### src/rtl/ctrl_exe_pipe.sv
// Pipelined control-instruction execute lane: bypassed operands, branch/jump resolve, LATENCY-deep
// writeback pipe with stall, flush, mispredict self-squash of younger ops, and saturating branch statistics.
module ctrl_exe_pipe #(
  parameter int NUM_BYPASS = 4,
  parameter int LATENCY    = 2,
  parameter int DATA_W     = 32,
  parameter int PC_W       = 32,
  parameter int TAG_W      = 7,
  parameter int SEQ_W      = 8,
  parameter int CNT_W      = 32
) (
  input  logic                        clk,
  input  logic                        reset,
  input  logic                        flush_i,
  input  logic                        stall_i,
  input  logic                        in_valid_i,
  input  logic [SEQ_W-1:0]            in_seq_i,
  input  logic [PC_W-1:0]             in_pc_i,
  input  logic [3:0]                  in_op_i,
  input  logic [TAG_W-1:0]            in_src1_tag_i,
  input  logic [TAG_W-1:0]            in_src2_tag_i,
  input  logic [DATA_W-1:0]           in_src1_i,
  input  logic [DATA_W-1:0]           in_src2_i,
  input  logic [DATA_W-1:0]           in_immd_i,
  input  logic [PC_W-1:0]             in_pred_npc_i,
  input  logic                        in_pred_dir_i,
  input  logic [TAG_W-1:0]            in_dest_tag_i,
  input  logic [3:0]                  in_cti_id_i,
  input  logic [NUM_BYPASS-1:0]       byp_valid_i,
  input  logic [NUM_BYPASS*TAG_W-1:0] byp_tag_i,
  input  logic [NUM_BYPASS*DATA_W-1:0] byp_data_i,
  output logic                        wb_valid_o,
  output logic [SEQ_W-1:0]            wb_seq_o,
  output logic [PC_W-1:0]             wb_pc_o,
  output logic [TAG_W-1:0]            wb_dest_tag_o,
  output logic [3:0]                  wb_cti_id_o,
  output logic [DATA_W-1:0]           wb_result_o,
  output logic [PC_W-1:0]             wb_npc_o,
  output logic                        wb_dir_o,
  output logic                        wb_mispred_o,
  output logic [CNT_W-1:0]            stat_pred_o,
  output logic [CNT_W-1:0]            stat_corr_o,
  output logic [CNT_W-1:0]            stat_cond_o,
  output logic [CNT_W-1:0]            stat_cond_corr_o
);

  typedef enum logic [3:0] {
    OP_BEQ = 4'd0, OP_BNE, OP_BLEZ, OP_BGTZ, OP_BLTZ, OP_BGEZ, OP_J, OP_JAL, OP_JR, OP_JALR
  } ctrlOp_e;

  typedef struct packed {
    logic [SEQ_W-1:0]  seq;
    logic [PC_W-1:0]   pc;
    logic [TAG_W-1:0]  destTag;
    logic [3:0]        ctiId;
    logic [DATA_W-1:0] result;
    logic [PC_W-1:0]   npc;
    logic              dir;
    logic              mispred;
    logic              isCond;
  } wbPkt_t;

  // Sequence numbers wrap, so age is judged on the modular difference.
  function automatic logic isYounger(input logic [SEQ_W-1:0] a, input logic [SEQ_W-1:0] b);
    logic [SEQ_W-1:0] diff;
    diff = a - b;
    return (diff != '0) && !diff[SEQ_W-1];
  endfunction

  function automatic logic [CNT_W-1:0] satInc(input logic [CNT_W-1:0] v);
    return (v == '1) ? v : v + CNT_W'(1);
  endfunction

  logic                unusedPredDir;
  logic [DATA_W-1:0]   src1, src2;
  logic [PC_W-1:0]     pcPlus8, brTarget, jTarget;
  logic                taken;
  wbPkt_t              resolved;
  wbPkt_t              stagePkt [LATENCY];
  logic [LATENCY-1:0]  stageValid;
  logic                wbFire, squashYounger;

  // Direction prediction does not affect resolution; mispredict is judged on the next PC only.
  assign unusedPredDir = in_pred_dir_i;

  // Walk channels from highest to lowest so the lowest matching channel is written last and wins.
  always_comb begin
    src1 = in_src1_i;
    src2 = in_src2_i;
    for (int k = NUM_BYPASS - 1; k >= 0; k--) begin
      if (byp_valid_i[k] && in_src1_tag_i != '0 && byp_tag_i[k*TAG_W +: TAG_W] == in_src1_tag_i)
        src1 = byp_data_i[k*DATA_W +: DATA_W];
      if (byp_valid_i[k] && in_src2_tag_i != '0 && byp_tag_i[k*TAG_W +: TAG_W] == in_src2_tag_i)
        src2 = byp_data_i[k*DATA_W +: DATA_W];
    end
  end

  always_comb begin
    pcPlus8          = in_pc_i + PC_W'(8);
    brTarget         = pcPlus8 + PC_W'(in_immd_i << 3);
    jTarget          = {in_pc_i[PC_W-1:28], in_immd_i[24:0], 3'b000};
    taken            = 1'b0;
    resolved         = '0;
    resolved.seq     = in_seq_i;
    resolved.pc      = in_pc_i;
    resolved.destTag = in_dest_tag_i;
    resolved.ctiId   = in_cti_id_i;
    resolved.npc     = pcPlus8;
    case (in_op_i)
      OP_BEQ:  begin resolved.isCond = 1'b1; taken = (src1 == src2); end
      OP_BNE:  begin resolved.isCond = 1'b1; taken = (src1 != src2); end
      OP_BLEZ: begin resolved.isCond = 1'b1; taken = src1[DATA_W-1] || (src1 == '0); end
      OP_BGTZ: begin resolved.isCond = 1'b1; taken = !src1[DATA_W-1] && (src1 != '0); end
      OP_BLTZ: begin resolved.isCond = 1'b1; taken = src1[DATA_W-1]; end
      OP_BGEZ: begin resolved.isCond = 1'b1; taken = !src1[DATA_W-1]; end
      OP_J:    begin resolved.dir = 1'b1; resolved.npc = jTarget; end
      OP_JAL:  begin
        resolved.dir    = 1'b1;
        resolved.npc    = jTarget;
        resolved.result = DATA_W'(pcPlus8);
      end
      OP_JR:   begin resolved.dir = 1'b1; resolved.npc = PC_W'(src1); end
      OP_JALR: begin
        resolved.dir    = 1'b1;
        resolved.npc    = PC_W'(src1);
        resolved.result = DATA_W'(pcPlus8);
      end
      default: ;
    endcase
    if (resolved.isCond) begin
      resolved.dir = taken;
      if (taken) resolved.npc = brTarget;
    end
    resolved.mispred = (resolved.npc != in_pred_npc_i);
  end

  assign wbFire        = wb_valid_o && !stall_i;
  assign squashYounger = wbFire && wb_mispred_o;

  // NOTE: sequential state uses non-blocking assignments so every stage samples its predecessor's old value.
  always_ff @(posedge clk) begin
    if (reset) begin
      stageValid <= '0;
      // NOTE: packet payload is reset too, so the wb_* fields read zero after reset, not only wb_valid_o.
      for (int i = 0; i < LATENCY; i++) stagePkt[i] <= '0;
    end else if (flush_i) begin
      stageValid <= '0;
    end else if (!stall_i) begin
      stageValid[0] <= in_valid_i && !(squashYounger && isYounger(in_seq_i, wb_seq_o));
      stagePkt[0]   <= resolved;
      for (int i = 1; i < LATENCY; i++) begin
        stageValid[i] <= stageValid[i-1] && !(squashYounger && isYounger(stagePkt[i-1].seq, wb_seq_o));
        stagePkt[i]   <= stagePkt[i-1];
      end
    end
  end

  assign wb_valid_o    = stageValid[LATENCY-1];
  assign wb_seq_o      = stagePkt[LATENCY-1].seq;
  assign wb_pc_o       = stagePkt[LATENCY-1].pc;
  assign wb_dest_tag_o = stagePkt[LATENCY-1].destTag;
  assign wb_cti_id_o   = stagePkt[LATENCY-1].ctiId;
  assign wb_result_o   = stagePkt[LATENCY-1].result;
  assign wb_npc_o      = stagePkt[LATENCY-1].npc;
  assign wb_dir_o      = stagePkt[LATENCY-1].dir;
  assign wb_mispred_o  = stagePkt[LATENCY-1].mispred;

  // A packet leaving during a flush cycle still counts; a stalled packet counts once, on release.
  always_ff @(posedge clk) begin
    if (reset) begin
      stat_pred_o      <= '0;
      stat_corr_o      <= '0;
      stat_cond_o      <= '0;
      stat_cond_corr_o <= '0;
    end else if (wbFire) begin
      stat_pred_o <= satInc(stat_pred_o);
      if (!wb_mispred_o) stat_corr_o <= satInc(stat_corr_o);
      if (stagePkt[LATENCY-1].isCond) begin
        stat_cond_o <= satInc(stat_cond_o);
        if (!wb_mispred_o) stat_cond_corr_o <= satInc(stat_cond_corr_o);
      end
    end
  end

endmodule

### config.mk
export PLATFORM = sky130hd
export DESIGN_NAME = ctrl_exe_pipe
export DESIGN_NICKNAME = d
export VERILOG_FILES = /design/src/rtl/ctrl_exe_pipe.sv
export SDC_FILE = /design/constraint.sdc
export NUM_CORES = 1
export LEC_CHECK = 0
export CAP_MARGIN = 20
export CORE_MARGIN = 2
export CORE_UTILIZATION = 40
export CTS_CLUSTER_SIZE = 28
export DETAILED_ROUTE_END_ITERATION = 6
export PLACE_DENSITY_LB_ADDON = 0.1
export SLEW_MARGIN = 20
export SYNTH_ARGS = -nofsm -noshare
export SYNTH_HDL_FRONTEND = slang
export SYNTH_SLANG_ARGS = --single-unit
### constraint.sdc
create_clock -name clk -period 18.3 [get_ports clk]
set_input_delay 5.49 -clock clk [delete_from_list [all_inputs] [get_ports clk]]
set_output_delay 5.49 -clock clk [all_outputs]
set_load 0.005 [all_outputs]
==> results.md <==
- Antenna-violating nets left: 0
- Nets: 3415
- #FFs+latches synth: 366
- Hold WC Path Type: register to register
- Crit path required time: 18.59 ns
- Synth-to-layout area growth: 30.9%
- Outcome: finished with violations
- Number of max-cap violations: 0
- Final worst slack: 5.35 ns
- Total power: about 2.2 mW
- Core area: 58700 um^2
- Post-synth ARST share: 0%
- Placer Congestion: 0.991
- Min Tclk post-route: around 13 ns
- CTS Buffer Depth: 3
- IO Port Bufs: 604
- Root Buffer: clkbuf_16
- Detailed placement HPWL: 72100 um
- Setup crit end kind: register
- CTS resizes: 0
- Post-synth cell types: 80
- Worst-path clk slew: around 0.06 ns
- Width of the die: 247 um
- Crit Path Max Fanout: 54
- Final count of pins violating max slew: 0
- Initial Utilization: 40.3%
- Max Fclk: 77.2 MHz
- Hold Vio Cnt, Final: 0
- M3 GR Usage: 5.40%
- RR Startpoint: stageValid[1]$_SDFFE_PP0N_
- Synth Instances: 2577
- Worst-margin pin slew: 1.08 ns
- Synth area leaders: edfxtp_1 30%, dfxtp_1 11%, xnor2_1 5.5%
- CTS Hold Bufs: 0
- Die height: 247 um
- Fin Hold WS: between 0.5 and 0.6 ns
- Tot GR Track Use: 29.5%
- Hold Path Origin: stat_pred_o[31]$_SDFFE_PP0P_
- TritonCTS buffer count: between 40 and 50
- Vias in the first global route: 21200
- Synth cell count leaders: 276 x nor2_1, 236 x edfxtp_1, 184 x and2_1
- Met1 Usage GRT: 37.4%
- Wire length per cell: 24.3 um
- Most frequent cell after synthesis: nor2_1
- Final count of negative-setup-slack endpoints: 0
- Initial antenna violation count: 28
- DR vias: 21700
- Crit Reg-Reg Endpoint: stat_cond_corr_o[29]$_SDFFE_PP0P_
- Reg2reg path depth: 10
- Multi-input combinational cell area: 12100 um^2
- Area leader, netlist: edfxtp_1
- Drt first-iter violations: roughly 2000
- Top FF cell, synth: edfxtp_1
- Fin Setup TNS: 0 ns
- CTS tree: yes
- # clock sinks: 366
- Synth Area per Inst: 9.17 um^2
- DRC: 7
- GR peak layer: met2
- Post-CTS setup buffer count: 0
- Crit path DAT: 13.24 ns
- GR Util met2: roughly 49%
- Vias per cell: approximately 5.7
- Failing checks: design-rule violations
- Crit path kind: input port to register
- Largest net degree at the start of global routing: 176
- H-Tree Depth: 2
- Slew Limit Headroom: 27.7%
- Syn_nets: 2990
- Synth warnings: 0
- Leak pwr: ~11 nW
- Die area: 61000 um^2
- Hold endpoint: stat_pred_o[31]$_SDFFE_PP0P_
- Startpoint class of the critical path: input port
- Reg-to-reg slack, setup: 14.41 ns
- Layout cell share with drive strength beyond 1: 4.94%
- Share of the synthesized area in the top cell type: approximately 30%
- Pre-CTS setup slack: 4.93 ns
- Cell Rows: 89
- EDFF count, synth: 236
- Syn Std Cell Area: 23600 um^2
- RSZ-0062 raised after global routing: no
- Number of I/O pins: 609
- First-pass iteration count of the detailed router: 7
- Later-pin clock latency in the skew report: ~0.59 ns
- FILL cells: ~5400
- Worst Skew: 0.0474 ns
- Power Density: between 70 and 80 nW/um^2
- Reg area: 9690 um^2
- VDD IR max: between 0.06 and 0.07 mV
- Post-synthesis sequential area ratio: between 40 and 50%
- Hold Crit Depth: 2
- Post-Route WL: 92800 um
- Grt ovf: 0
- First-pass GRT wire length: around 130000 um
- Post-route clock period utilization: 70.8%
[cells in the final DEF (no fill, tap or decap), types with 9 or more instances in the layout]
cell type,netlist,layout
dfxtp_1,130,130
edfxtp_1,236,236
a31oi_1,38,38
o211ai_1,34,34
clkdlybuf4s50_1,0,603
and2_1,184,184
a22o_1,10,10
nand3_1,76,76
nand4_1,67,67
and4_1,32,32
diode_2,0,20
inv_1,90,90
a211oi_1,49,49
buf_4,125,34
nor3_1,33,30
xnor2_1,148,148
and3_1,35,35
a221oi_1,24,24
nand2_1,145,145
nor4_1,53,53
a21o_1,25,25
or3_1,39,39
o221ai_1,9,9
o31ai_1,21,21
nand2b_1,12,12
o211a_1,9,9
clkbuf_16,0,43
o21ai_0,85,85
mux2i_1,32,32
nor2_1,276,276
a21oi_1,98,97
nor2b_1,29,29
nor4b_1,16,16
ha_1,47,47
a31o_2,20,20
xor2_1,126,126
[per-stage QoR]
step	utilization, %	instances	area [um^2]
6_report	52.7	3827	30900
5_1_grt	52.7	3826	30900
4_1_cts	52.6	3807	30900
3_5_place_dp	50.2	3730	29400
3_3_place_gp	50.2	3730	29400
2_1_floorplan	-	2577	23600
[registers in the layout (all words and copies together), names as in the netlist]
signal and count:
stat_cond_corr_o 32, stat_pred_o 32, stat_cond_o 32, stagePkt 236, stat_corr_o 32, stageValid 2
[worst max path at each step]
stage / startpoint / endpoint / slack (ns)
4_1_cts: in_src1_tag_i[3] / stagePkt[0][1]$_SDFFCE_PN0P_ / 5.55
3_5_place_dp: in_src1_tag_i[3] / stagePkt[0][1]$_SDFFCE_PN0P_ / 4.93
2_1_floorplan: stall_i / stagePkt[0][0]$_SDFFCE_PN0P_ / 0.92
5_1_grt: in_src1_tag_i[3] / stagePkt[0][1]$_SDFFCE_PN0P_ / 5.13
3_3_place_gp: in_src1_tag_i[3] / stagePkt[0][1]$_SDFFCE_PN0P_ / 5.03
6_report: in_src1_tag_i[3] / stagePkt[0][1]$_SDFFCE_PN0P_ / 5.35
[report_power, final]
group | internal [mW] | switching (mW)
logic | 0.190 | 0.223
clock network | 0.512 | 0.364
registers | 0.918 | 0.00970
total | 1.62 | 0.597
[logic make-up after synthesis]
kind of cell	Yosys count	synth area share, %
AO/OA/AOI/OAI	478	13.7
AND/OR/NAND/NOR	1024	23.0
adder cells (fa/ha/maj)	50	2.74
flip-flops	366	41.0
XOR/XNOR	274	10.2
buffers and inverters	348	7.75
multiplexers	37	1.61
[critical path, cell delays in order]
cell and delay (ns):
clkdlybuf4s50_1 0.61, nor4_1 0.43, and2_1 0.18, buf_4 0.50, or3_1 0.20, buf_4 0.51, nand2_1 0.39, o31ai_1 0.84
o21ai_0 0.29, a2111oi_2 0.41, nand3_1 0.21, nor4_4 0.41, mux2i_1 0.52, and2_1 0.20, buf_4 0.40, o21ai_0 0.31
o2bb2ai_1 0.20, a2111oi_0 0.55, and4bb_1 0.33, a31oi_1 0.16
[area by class of cell]
cell class                 count  area share [%]
sequential                   366            31.3
multi-input combinational   1863            39.2
timing repair buffer         638            20.4
antenna                       20           0.162
clock buffer                  56            3.89
inverter                      90            1.09
clock inverter                21           0.764
tap                          773            3.13
[per-layer routing]
| layer | routed length (um) | vias to the layer above | share of wire, % |
|---|---|---|---|
| met4 | 3580 | 14 | 3.9 |
| li1 | - | 10000 | - |
| met5 | 92 | - | 0.099 |
| met2 | 44500 | 968 | 48 |
| met3 | 7130 | 202 | 7.7 |
| met1 | 37500 | 10500 | 40 |
(Power assumes the default switching activity.)
